`src/rtl/serial_cmp_pkg.sv`:
```
// Shared types for the serial magnitude comparator: FSM states and per-digit compare result.
package serial_cmp_pkg;

    typedef enum logic [1:0] {
        IDLE,
        SCAN,
        DONE
    } state_t;

    typedef struct packed {
        logic gt;
        logic lt;
        logic eq;
    } cmp_res_t;

endpackage

```
`src/rtl/digit_compare.sv`:
```
// Combinational compare of one DIGIT_W-bit digit pair; the top digit can be treated as signed.
module digit_compare
    import serial_cmp_pkg::*;
#(
    parameter int DIGIT_W = 4
) (
    input  logic [DIGIT_W-1:0] da,
    input  logic [DIGIT_W-1:0] db,
    input  logic               is_top,
    input  logic               signed_mode,
    output cmp_res_t           res
);

    logic [DIGIT_W-1:0] msb_mask;
    logic [DIGIT_W-1:0] xa;
    logic [DIGIT_W-1:0] xb;

    // Inverting the sign bit maps two's-complement order onto unsigned order.
    always_comb begin
        msb_mask              = '0;
        msb_mask[DIGIT_W-1]   = is_top & signed_mode;
        xa                    = da ^ msb_mask;
        xb                    = db ^ msb_mask;
        res.gt                = (xa > xb);
        res.lt                = (xa < xb);
        res.eq                = (xa == xb);
    end

endmodule

```
`src/rtl/serial_magnitude_comparator.sv`:
```
// Multi-cycle magnitude comparator: scans DIGIT_W bits per clock, MSB digit first,
// stopping at the first differing digit; registered gt/lt/eq and scan-cycle count.
module serial_magnitude_comparator
    import serial_cmp_pkg::*;
#(
    parameter int  WIDTH   = 16,
    parameter int  DIGIT_W = 4,
    localparam int NDIG    = WIDTH / DIGIT_W,
    localparam int CNT_W   = $clog2(NDIG + 1)
) (
    input  logic             clk,
    input  logic             rst,
    input  logic             start,
    input  logic             signed_mode,
    input  logic [WIDTH-1:0] a,
    input  logic [WIDTH-1:0] b,
    output logic             busy,
    output logic             done,
    output logic             a_gt_b,
    output logic             a_lt_b,
    output logic             a_eq_b,
    output logic [CNT_W-1:0] cycles
);

    if (DIGIT_W < 1 || DIGIT_W > WIDTH || (WIDTH % DIGIT_W) != 0) begin : g_bad_params
        $error("serial_magnitude_comparator: WIDTH must be a positive multiple of DIGIT_W");
    end

    state_t           state;
    state_t           state_nxt;
    logic [WIDTH-1:0] a_sh;
    logic [WIDTH-1:0] b_sh;
    logic             smode;
    logic [CNT_W-1:0] cnt;
    cmp_res_t         res;
    logic             accept;
    logic             last;
    logic             decide;

    // Operands shift left each SCAN cycle so the digit under test is always at the top.
    digit_compare #(
        .DIGIT_W (DIGIT_W)
    ) u_digit_compare (
        .da          (a_sh[WIDTH-1 -: DIGIT_W]),
        .db          (b_sh[WIDTH-1 -: DIGIT_W]),
        .is_top      (cnt == '0),
        .signed_mode (smode),
        .res         (res)
    );

    assign busy   = (state == SCAN);
    assign done   = (state == DONE);
    assign accept = start && (state != SCAN);
    assign last   = (cnt == CNT_W'(NDIG - 1));
    assign decide = (state == SCAN) && (!res.eq || last);

    always_comb begin
        state_nxt = state;
        case (state)
            IDLE:    if (start) state_nxt = SCAN;
            SCAN:    if (decide) state_nxt = DONE;
            DONE:    state_nxt = start ? SCAN : IDLE;
            default: state_nxt = IDLE;
        endcase
    end

    always_ff @(posedge clk) begin
        if (rst) state <= IDLE;
        else     state <= state_nxt;
    end

    always_ff @(posedge clk) begin
        if (rst) begin
            a_sh   <= '0;
            b_sh   <= '0;
            smode  <= 1'b0;
            cnt    <= '0;
            a_gt_b <= 1'b0;
            a_lt_b <= 1'b0;
            a_eq_b <= 1'b0;
            cycles <= '0;
        end else begin
            if (accept) begin
                a_sh  <= a;
                b_sh  <= b;
                smode <= signed_mode;
                cnt   <= '0;
            end else if (state == SCAN) begin
                a_sh <= a_sh << DIGIT_W;
                b_sh <= b_sh << DIGIT_W;
                if (!last) cnt <= cnt + 1'b1;
            end
            if (decide) begin
                a_gt_b <= res.gt;
                a_lt_b <= res.lt;
                a_eq_b <= res.eq;
                cycles <= cnt + 1'b1;
            end
        end
    end

endmodule
```
`config.mk`:
```
export PLATFORM = sky130hd
export DESIGN_NAME = serial_magnitude_comparator
export DESIGN_NICKNAME = d
export VERILOG_FILES = /design/src/rtl/serial_cmp_pkg.sv /design/src/rtl/digit_compare.sv /design/src/rtl/serial_magnitude_comparator.sv
export SDC_FILE = /design/constraint.sdc
export NUM_CORES = 1
export LEC_CHECK = 0
export BUFFER_PORTS_ARGS = -buffer_cell sky130_fd_sc_hd__clkbuf_2
export CORE_ASPECT_RATIO = 0.8
export CORE_MARGIN = 5
export CORE_UTILIZATION = 57
export CTS_BUF_LIST = sky130_fd_sc_hd__clkbuf_16
export DETAILED_ROUTE_END_ITERATION = 6
export PLACE_DENSITY = 0.9
export SLEW_MARGIN = 15
export SYNTH_ARGS = -nofsm -noshare
export SYNTH_HDL_FRONTEND = slang
export SYNTH_SLANG_ARGS = --single-unit
```
`constraint.sdc`:
```
create_clock -name clk -period 3.9 [get_ports clk]
set_input_delay 0.195 -clock clk [delete_from_list [all_inputs] [get_ports clk]]
set_output_delay 0.195 -clock clk [all_outputs]
set_load 0.02 [all_outputs]
```
### Word level (Yosys, flattened, before mapping)

Index checks and enable logic that the tools add are counted.

| cells by class | value |
|---|---|
| bitwise logic cells | 4 |
| muxes and demuxes | 8 |
| add/subtract/negate cells | 1 |
| reduce and logical (&&, ||, !) cells | 10 |
| eq/ne operators | 7 |
| $lt $le $gt $ge | 2 |

Operator list:

| cell | count |
|---|---|
| $mux 16 | 4 |
| $xor 4x4->4 | 2 |
| $pmux 2 s3 | 1 |
| $eq 4x4->1 | 1 |
| $gt 4x4->1 | 1 |
| $lt 4x4->1 | 1 |
| $mux 2 | 2 |
| $ne 2x1->1 const B | 2 |
| $reduce_and 2->1 | 2 |
| $add 3x1->3 const B | 1 |
| $eq 3x2->1 const B | 1 |
| $logic_not 3->1 | 1 |
| $eq 2x1->1 const B | 1 |
| $eq 2x2->1 const B | 1 |
| $logic_and 1x1->1 | 2 |
| $logic_not 2->1 | 1 |
| $ne 2x2->1 const B | 1 |
| $reduce_bool 2->1 | 1 |
| $reduce_or 2->1 | 1 |
| $and 1x1->1 | 1 |
| $logic_not 1->1 | 1 |
| $logic_or 1x1->1 | 1 |
| $mux 1 | 1 |
| $not 1->1 | 1 |

| storage, ports and cells | value |
|---|---|
| input port bits | 36 |
| register bits | 44 |

### Longest topological paths before layout

Gate-level depths: netlist of run 1.

| logic depth | value |
|---|---|
| depth after elaboration | 9 |
| mapped depth | 6 |
| gate-level depth less buffers | 6 |

### Modules after synthesis

From an unflattened synthesis of run 1, not the netlist that was laid out.

| second synthesis, totals | value |
|---|---|
| cell total of the unflattened synthesis | 209 |
| area, all modules | 1978.1 um^2 |

By module, submodules not included:

| module | area an instance (um^2) | times used | cells each |
|---|---|---|---|
| serial_magnitude_comparator | 1845.5 | 1 | 192 |
| digit_compare | 132.6 | 1 | 17 |

### Least setup slack after synthesis of run 1

No wires, ideal clock.

| timing path | value |
|---|---|
| path kind | flip-flop to flip-flop |
| start point | reg cnt[0] |
| end point | reg a_lt_b |
| stages on the path, launching flop included | 7 |
| slack | 2340 ps |
| period minus slack after synthesis | 1560 ps |
| setup time | 117 ps |
| arrival time | 1443 ps |
| cells stage by stage | dfxtp_1 -> ha_1 -> ha_1 -> nand4b_1 -> o21ai_1 -> nor2_2 -> a22o_1 |

| between the ends | value |
|---|---|
| word-level cells in the longest chain between the ends | 7 |

RTL lines:

| element | RTL line | source |
|---|---|---|
| from (decl) | serial_magnitude_comparator.sv:34 | `logic [CNT_W-1:0] cnt;` |
| from (signal assigned) | serial_magnitude_comparator.sv:91 | `if (!last) cnt <= cnt + 1'b1;` |
| $logic_not 3->1 | serial_magnitude_comparator.sv:46 | `.is_top (cnt == '0),` |
| $and 1x1->1 | digit_compare.sv:21 | `msb_mask[DIGIT_W-1] = is_top & signed_mode;` |
| $xor 4x4->4, on equally long branches | digit_compare.sv:22, digit_compare.sv:23 |  |
| $eq 4x4->1 | digit_compare.sv:26 | `res.eq = (xa == xb);` |
| $logic_not 1->1 | serial_magnitude_comparator.sv:55 | `assign decide = (state == SCAN) && (!res.eq \|\| last);` |
| $logic_or 1x1->1 | serial_magnitude_comparator.sv:55 |  |
| $logic_and 1x1->1 | serial_magnitude_comparator.sv:55 |  |
| to (signal assigned) | serial_magnitude_comparator.sv:95 | `a_lt_b <= res.lt;` |
| to (decl) | serial_magnitude_comparator.sv:20 | `output logic a_lt_b,` |

Several ways; a longest one is shown, not always the timed one.
A chain may end at the register's enable or synchronous reset.

### Worst setup path after layout of run 1

| timing path | value |
|---|---|
| start point | reg state[1] |
| end point | reg cnt[1] |

| between the ends | value |
|---|---|
| word-level cells in the longest chain between the ends | 3 |

RTL lines:

| element | RTL line | source |
|---|---|---|
| from (decl) | serial_magnitude_comparator.sv:29 | `state_t state;` |
| from (signal assigned) | serial_magnitude_comparator.sv:69 | `else state <= state_nxt;` |
| $ne 2x1->1 | serial_magnitude_comparator.sv:53 | `assign accept = start && (state != SCAN);` |
| $logic_and 1x1->1 | serial_magnitude_comparator.sv:53 |  |
| $reduce_or 2->1 (no line) | n/a |  |

Several ways; a longest one is shown, not always the timed one.

==> results_dict.tcl, run 1 <==
set metrics [dict create \
    worst_pin_slew_ns 1.10 \
    antenna_found_initial 0 \
    final_cell_mix "dfxtp_1, clkbuf_2, nor2_1" \
    cts_made_buffers 5 \
    clk_pin_slew_worst_paths_ns 0.06 \
    mappedNetlistArea_sq_mm 0.00197 \
    holdCritPathClass "in -> reg" \
    ir_worst_vdd_mv 0.273 \
    path_class "reg -> reg" \
    nets 283 \
    slew_violations 0 \
    first_global_vias 1553 \
    hpwl_microns 2630 \
    cp.required_ns 4.04 \
    rows 19 \
    syn_inst 206 \
    wl_per_cell_microns 14.4 \
    place_congestion 0.805 \
    final_core_util_pct 68.1 \
    min_from "b[2]" \
    post_cts_buffers 0 \
    relSlewSlack_pct 27.0 \
    start_util_pct 58.5 \
    die-area_sq_mm 0.00475 \
    rsz0062_at_grt "no" \
    worst_setup_path_start_kind "register" \
    critPathLaunch "state[1]$_SDFFE_PP0P_" \
    first_pass_iters 4 \
    ctsResizeCount 0 \
    synth-main-ff-cell "dfxtp_1" \
    ys_ff_latch 44 \
    setup_viol_count_final 0 \
    timing.rr.end "cnt[1]$_SDFFE_PP0P_" \
    dieHeight_microns 62.6 \
    synthesis.nets 248 \
    status "finished, final reports clean" \
    hold_ws_ns 0.149 \
    r2r_cells 5 \
    drc 0 \
    critPathMaxFanout 55 \
    grt_start_max_net_pins 56 \
    cp-end-kind "register" \
    fin_crit_sh_pct 50.7 \
    die_w_microns 75.8 \
    synth-seq-area-share_pct 44.6 \
    layout.cells.non_filler 284 \
    fillers 268 \
    io_pins 44 \
    place_inst 276 \
    clock-sinks 44 \
    ys_types 30 \
    hold_viol 0 \
    fmax_mhz 506 \
    diodes 0 \
    power_density_mw_per_mm2 468 \
    core_area_sq_mm 0.00338 \
    ant_nets 0 \
    fin_crit_ns 1.98 \
    portBuffers 43 \
    async_reset_ff_share_pct 0 \
    p_leak_nw 1.08 \
    area_growth_pct 16.6 \
    htreeDepth 2 \
    skew_ns 0.00239 \
    r2r_slack_ns 1.92 \
    ctsHoldBuffers 0 \
    maxCapViolCount 0 \
    ctsRootBufferMaster "clkbuf_16" \
    setup-tns-final_ns 0 \
    viasPerCell 5.33 \
    crit_arrival_ns 2.12 \
    yosys_warnings 0 \
    postSynthAreaPerCell_sq_um 9.58 \
    clk_latency_ns 0.28 \
    grt_first_pass_wirelength_microns 7020 \
    layout_commonest_cell "dfxtp_1" \
    track_usage_pct 19.3 \
    drt_wl_total_microns 4100 \
    crit_end "cnt[1]$_SDFFE_PP0P_" \
    drive_gt1_share_pct 21.9 \
    clk_path_buf_depth 2 \
    cts_tree "built" \
    crit-reg2reg-launch "state[1]$_SDFFE_PP0P_" \
    drt_iter0_drc 151 \
    synth_edf_count 0 \
    num_vias 1513 \
    grt_overflow 0 \
]
-- worst max-delay path, stage by stage (launching register included) --
cell      delay, ns
dfxtp_1        0.30
nand2b_2       0.65
inv_4          0.30
mux2_4         0.34
a22oi_1        0.19
nor2_1         0.05
-- area by class of cell --
cell class,instances,area [sq um],share of cell area [%]
inverters,8,32.5,1.41
flip-flops and latches,44,881,38.3
repair buffers,43,215,9.36
multi-input cells,139,982,42.7
clock buffers,5,125,5.44
clock inverters,3,11.3,0.490
well taps,42,52.6,2.29
-- per-layer routing --
metal / vias to the layer above / GRT usage [%] / wire [microns]
met5: - / 0 / 0
met1: 668 / 25.3 / 1960
li1: 803 / - / -
met4: 0 / 7.42 / 62
met3: 8 / 6.59 / 241
met2: 34 / 28.8 / 1830
-- report_power, final --
| group | internal, W | switching [W] |
|---|---|---|
| combinational | 0.0000779 | 0.0000998 |
| clock | 0.000230 | 0.000158 |
| sequential | 0.000489 | 0.0000220 |
-- cells by family (layout without fill, tap and decap cells) --
family	count (synthesis)	after routing	synth area share, %
and+or+nand+nor	57	57	12.9
DFF	44	44	44.6
AOI/OAI and AO/OA	41	41	15.0
muxes	34	34	17.5
buffers and inverters	23	59	5.71
adders and majority gates	6	6	3.80
xor gates and xnor gates	1	1	0.444
-- flip-flops by register name, indices dropped and copies added, names as in the netlist --
register	flops
b_sh	16
a_eq_b	1
a_sh	16
cnt	3
smode	1
a_lt_b	1
state	2
a_gt_b	1
cycles	3
-- cell usage after synthesis (all sizes together) (2+ instances only) --
cell type  number  area (sq um)
inv             8          32.5
o21a            2          16.3
clkbuf          7          26.3
nand2b          2          12.5
a211oi         27           203
nor2b           5          31.3
o21ai           2          10.0
o31ai           2          15.0
nor2           40           153
ha              6          75.1
a21oi           5          25.0
nor3            2          10.0
dfxtp          44           881
mux2i          33           330
nand4b          2          17.5
buf             8          53.8
nand2           3          11.3
nand3b          2          15.0
-- per-stage QoR --
step | power (W) | worst slack (ns) | cell area [sq um]
finish | 0.00108 | 1.92 | 2300
global route | 0.00114 | 1.79 | 2300
CTS | 0.00109 | 1.93 | 2300
detailed placement | 0.000693 | 1.95 | 2160
global placement | 0.000688 | 2.00 | 2160
floorplan | 0.000647 | 2.34 | 1970
-- worst min path at each step --
stage | endpoint | slack, ns | depth (start not counted)
global route | smode$_SDFFE_PP0P_ | 0.16 | 3
finish | b_sh[2]$_SDFFE_PP0P_ | 0.15 | 3
floorplan | a_sh[0]$_SDFFE_PP0P_ | 0.34 | 2
detailed placement | b_sh[2]$_SDFFE_PP0P_ | 0.44 | 3
global placement | b_sh[2]$_SDFFE_PP0P_ | 0.43 | 3
CTS | b_sh[2]$_SDFFE_PP0P_ | 0.15 | 3
Note: power is estimated with default switching activity, not from simulation.
==> run 2: changes to the inputs <==
Settings changed: CORE_UTILIZATION 57 to 53, PLACE_DENSITY 0.9 to 0.85.
Clock period 3.9 ns to 1.91 ns, I/O delays scaled along.
==> run 2 against run 1 <==
Net effect:
- fmax grew 15%
- combinational power grew 100%
- final cell count grew 1.4%
- count of clock-buffer cells in the layout is the same
- setup slack lost 1.7 ns
- design area grew 2.4%
- hold slack lost 0.098 ns
- critical path type unchanged
- highest routed layer unchanged
==> results_dict.tcl, run 2 (synthesis results as in run 1) <==
set metrics [dict create \
    first_global_vias 1458 \
    ctsResizeCount 0 \
    clock-sinks 44 \
    skew_ns 0.00476 \
    grt_start_max_net_pins 43 \
    clk_path_buf_depth 2 \
    ant_nets 0 \
    final_cell_mix "dfxtp_1, clkbuf_2, nor2_1" \
    drt_iter0_drc 67 \
    status "finished, final reports clean" \
    slew_violations 0 \
    die-area_sq_mm 0.00505 \
    grt_first_pass_wirelength_microns 6760 \
    layout_commonest_cell "dfxtp_1" \
    crit_arrival_ns 1.90 \
    htreeDepth 2 \
    cts_tree "built" \
    top_regs "a_sh x16, b_sh x16" \
    ctsRootBufferMaster "clkbuf_16" \
    layout.cells.non_filler 288 \
    viasPerCell 5.35 \
    ir_worst_vdd_mv 0.674 \
    setup-tns-final_ns 0 \
    place_congestion 0.777 \
    post_cts_buffers 0 \
    critPathMaxFanout 7 \
    clk_pin_slew_worst_paths_ns 0.06 \
    nets 287 \
    worst_pin_slew_ns 0.435 \
    wl_per_cell_microns 14.3 \
    holdCritPathClass "in -> reg" \
    drc 0 \
    place_area_sq_mm 0.00219 \
    fin_crit_sh_pct 90.2 \
    worst_setup_path_start_kind "register" \
    cp-end-kind "register" \
    fillers 280 \
    diodes 0 \
    hold_viol 0 \
    relSlewSlack_pct 71.0 \
    antenna_found_initial 0 \
    cp.required_ns 2.09 \
    track_usage_pct 17.2 \
    clk_latency_ns 0.28 \
    area_growth_pct 19.4 \
    finish.instance_area_sq_mm 0.00236 \
    p_leak_nw 1.10 \
    rsz0062_at_grt "no" \
    start_util_pct 56.1 \
    die_w_microns 78.2 \
    drive_gt1_share_pct 23.6 \
    ctsHoldBuffers 0 \
    fin_crit_ns 1.72 \
    core_area_sq_mm 0.00352 \
    rows 19 \
    grt_overflow 0 \
    dieHeight_microns 64.6 \
    num_vias 1540 \
    io_pins 44 \
    maxCapViolCount 0 \
    final_core_util_pct 67.0 \
    power_density_mw_per_mm2 996 \
    place_inst 280 \
    first_pass_iters 4 \
    setup_viol_count_final 0 \
    drt_wl_total_microns 4100 \
    cts_made_buffers 5 \
    path_class "reg -> reg" \
    hpwl_microns 2910 \
    portBuffers 43 \
    fmax_mhz 580 \
]
[run 2: cell types whose count changed in the layout (fill, tap and decap cells not counted)]
cell	before	now
clkinv_1	1	2
inv_1	9	7
buf_4	0	4
bufinv_16	0	1
[run 2: worst paths after layout]
check,from,endpoint,slack (ns),cells after the start
worst max-delay path,cnt[0]$_SDFFE_PP0P_,a_lt_b$_SDFFE_PP0P_,0.19,6
worst min-delay path,a[3],a_sh[3]$_SDFFE_PP0P_,0.05,3
worst max register to register,cnt[0]$_SDFFE_PP0P_,a_lt_b$_SDFFE_PP0P_,0.19,6
worst min register to register,cycles[1]$_SDFFE_PP0P_,cycles[1]$_SDFFE_PP0P_,0.47,2
[run 2: final cells by class]
type | count | area [sq um] | area share, %
inverter | 8 | 32.5 | 1.38
timing repair buffer | 47 | 245 | 10.4
tap | 42 | 52.6 | 2.23
sequential | 44 | 881 | 37.4
multi-input combinational | 139 | 982 | 41.7
clock inverter | 3 | 37.5 | 1.59
clock buffer | 5 | 125 | 5.31
[run 2: layer usage]
metal	vias up	part of all wire [%]	global-route usage, %
met5	-	0	0
met2	36	47	27.8
li1	804	-	-
met4	0	1.1	5.90
met1	693	46	21.1
met3	7	5.9	6.79
[run 2: critical path: stages (launching register included)]
cell and delay [ns]:
dfxtp_1 0.36, ha_1 0.22, ha_1 0.26, nand4b_1 0.23, o21ai_1 0.28, nor2_2 0.06
a22o_1 0.21
[run 2: power by group]
part | total [W] | switching (W) | internal (W)
registers | 0.00104 | 0.0000459 | 0.000998
clock network | 0.000938 | 0.000331 | 0.000607
logic | 0.000364 | 0.000203 | 0.000161
total | 0.00235 | 0.000580 | 0.00177
[run 2: through the flow]
step / power, W / hold WS [ns] / setup WS [ns]
finish: 0.00235 / 0.0507 / 0.187
global route: 0.00246 / 0.0583 / 0.0515
CTS: 0.00236 / 0.0475 / 0.179
detailed placement: 0.00142 / 0.339 / 0.194
global placement: 0.00141 / 0.333 / 0.282
floorplan: 0.00132 / 0.243 / 0.350
==> run 3: changes to the inputs <==
==> constraint.sdc (replaced) <==
create_clock -name clk -period 1.91 [get_ports clk]
set_input_delay 0 -clock clk [delete_from_list [all_inputs] [get_ports clk]]
set_output_delay 0 -clock clk [all_outputs]
set_load 0.02 [all_outputs]
==> run 3 against run 2 <==
Net effect:
- design area is 3.5% higher
- fmax grew 0.97%
- sequential share of layout area decreased by 1.2 points
- count of clock-buffer cells in the layout stayed put
- non-clock buffer count increased by 8
- power is 0.31% higher
- utilization is 2.3 points higher
- combinational power increased by 3%
- critical path type unchanged
- largest cell class unchanged
- largest power group unchanged
==> results_dict.tcl, run 3 (synthesis results as in run 1) <==
set metrics [dict create \
    place_area_sq_mm 0.00219 \
    fillers 295 \
    maxCapViolCount 0 \
    fin_crit_sh_pct 89.4 \
    final_cell_mix "dfxtp_1, clkbuf_2, nor2_1" \
    core_area_sq_mm 0.00352 \
    place_congestion 0.780 \
    critPathTopFamily "compound AO/OA/AOI/OAI gates" \
    clkPwrFrac_pct 39.7 \
    holdCritPathClass "in -> reg" \
    io_pins 44 \
    clk_pin_slew_worst_paths_ns 0.06 \
    grt_overflow 0 \
    grt_first_pass_wirelength_microns 7230 \
    drc 0 \
    diodes 0 \
    die-area_sq_mm 0.00505 \
    p_leak_nw 1.14 \
    cts_made_buffers 5 \
    rows 19 \
    slew_violations 0 \
    worst_setup_path_start_kind "register" \
    finish.instance_area_sq_mm 0.00244 \
    cpMaxStageDelayCell "dfxtp_1" \
    drt_wl_total_microns 4200 \
    clk_path_buf_depth 2 \
    rsz0062_at_grt "no" \
    critPathMaxFanout 7 \
    ctsRootBufferMaster "clkbuf_16" \
    p_total_w 0.00235 \
    fin_crit_ns 1.71 \
    first_global_vias 1585 \
    cp-end-kind "register" \
    cts_tree "built" \
    first_pass_iters 4 \
    track_usage_pct 18.0 \
    ant_nets 0 \
    portBuffers 43 \
    htreeDepth 2 \
    clock-sinks 44 \
    status "finished, final reports clean" \
    skew_ns 0.00558 \
    ir_worst_vdd_mv 0.657 \
    drive_gt1_share_pct 23.2 \
    switching_power_w 0.000575 \
    ctsHoldBuffers 8 \
    grt_start_max_net_pins 43 \
    crit_top_cell "ha_1" \
    post_cts_buffers 0 \
    drt_iter0_drc 63 \
    hold_viol 0 \
    num_vias 1599 \
    postLayoutSetupSlackWorst_ns 0.203 \
    combPwrFrac_pct 15.9 \
    swShare_pct 24.4 \
    nets 295 \
    power_density_mw_per_mm2 966 \
    viasPerCell 5.40 \
    path_buf_inv 0 \
    p_int_w 0.00178 \
    antenna_found_initial 0 \
    setup_viol_count_final 0 \
    ctsResizeCount 0 \
    critPathMaxStageDelay_ns 0.35 \
    setup-tns-final_ns 0 \
    start_util_pct 56.1 \
    wl_per_cell_microns 14.2 \
    final_core_util_pct 69.3 \
    path_cells "ha_1 > ha_1 > nand4b_1 > o21ai_1 > nor2_2 > a22o_1" \
    crit_arrival_ns 1.88 \
    worst_pin_slew_ns 0.386 \
    clk_latency_ns 0.28 \
    dieHeight_microns 64.6 \
    relSlewSlack_pct 74.3 \
    cp.required_ns 2.09 \
    area_growth_pct 23.5 \
    layout_commonest_cell "dfxtp_1" \
    hpwl_microns 2920 \
    seqPwrFrac_pct 44.4 \
    top_regs "a_sh x16, b_sh x16" \
    dp_worst_setup_slack_ns 0.198 \
    die_w_microns 78.2 \
    path_class "reg -> reg" \
    fmax_mhz 586 \
]
run 3: cell count changes in the layout (fill, tap and decap cells not counted):
cell	delta
clkinv_1	-2
dlygate4sd3_1	+8
clkinv_2	+1
inv_1	+1
run 3: worst reg2reg max path, stage by stage (launching register included):
cell and delay, ns:
dfxtp_1 0.35, ha_1 0.22, ha_1 0.25, nand4b_1 0.22
o21ai_1 0.29, nor2_2 0.06, a22o_1 0.20
run 3: power groups by stage:
stage / logic, W / registers, W / clock network [W]
2_1_floorplan: 0.000259 / 0.00106 / 0
3_3_place_gp: 0.000350 / 0.00106 / 0
3_5_place_dp: 0.000359 / 0.00106 / 0
4_1_cts: 0.000378 / 0.00105 / 0.000949
5_1_grt: 0.000419 / 0.00106 / 0.000989
6_report: 0.000375 / 0.00105 / 0.000933
run 3: final cells by class:
class                      count  area [sq um]  area share (%)
tap                           42          52.6            2.16
timing repair buffer          55           325            13.3
sequential                    44           881            36.1
clock inverter                 3          38.8            1.59
multi-input combinational    139           982            40.3
inverter                       8          32.5            1.33
clock buffer                   5           125            5.13
run 3: final timing paths:
kind	start	to	slack, ns	cells past startpoint
max	cnt[0]$_SDFFE_PP0P_	a_lt_b$_SDFFE_PP0P_	0.20	6
min reg2reg	cycles[1]$_SDFFE_PP0P_	cycles[1]$_SDFFE_PP0P_	0.46	2
max reg2reg	cnt[0]$_SDFFE_PP0P_	a_lt_b$_SDFFE_PP0P_	0.20	6
min	a[3]	a_sh[3]$_SDFFE_PP0P_	0.01	3
run 3: metal layers:
layer  vias up  part of all wire, %  track usage [%]
met5         -                    0                0
met3         9                  5.7             5.26
li1        823                    -                -
met1       721                   45             21.8
met4         0                  1.6             6.99
met2        46                   47             30.3
run 3: stage by stage:
stage / hold slack (ns) / instances
global placement: 0.237 / 280
detailed placement: 0.243 / 280
CTS: 0.00127 / 296
finish: 0.0106 / 296
global route: 0.0320 / 296
floorplan: 0.147 / 206
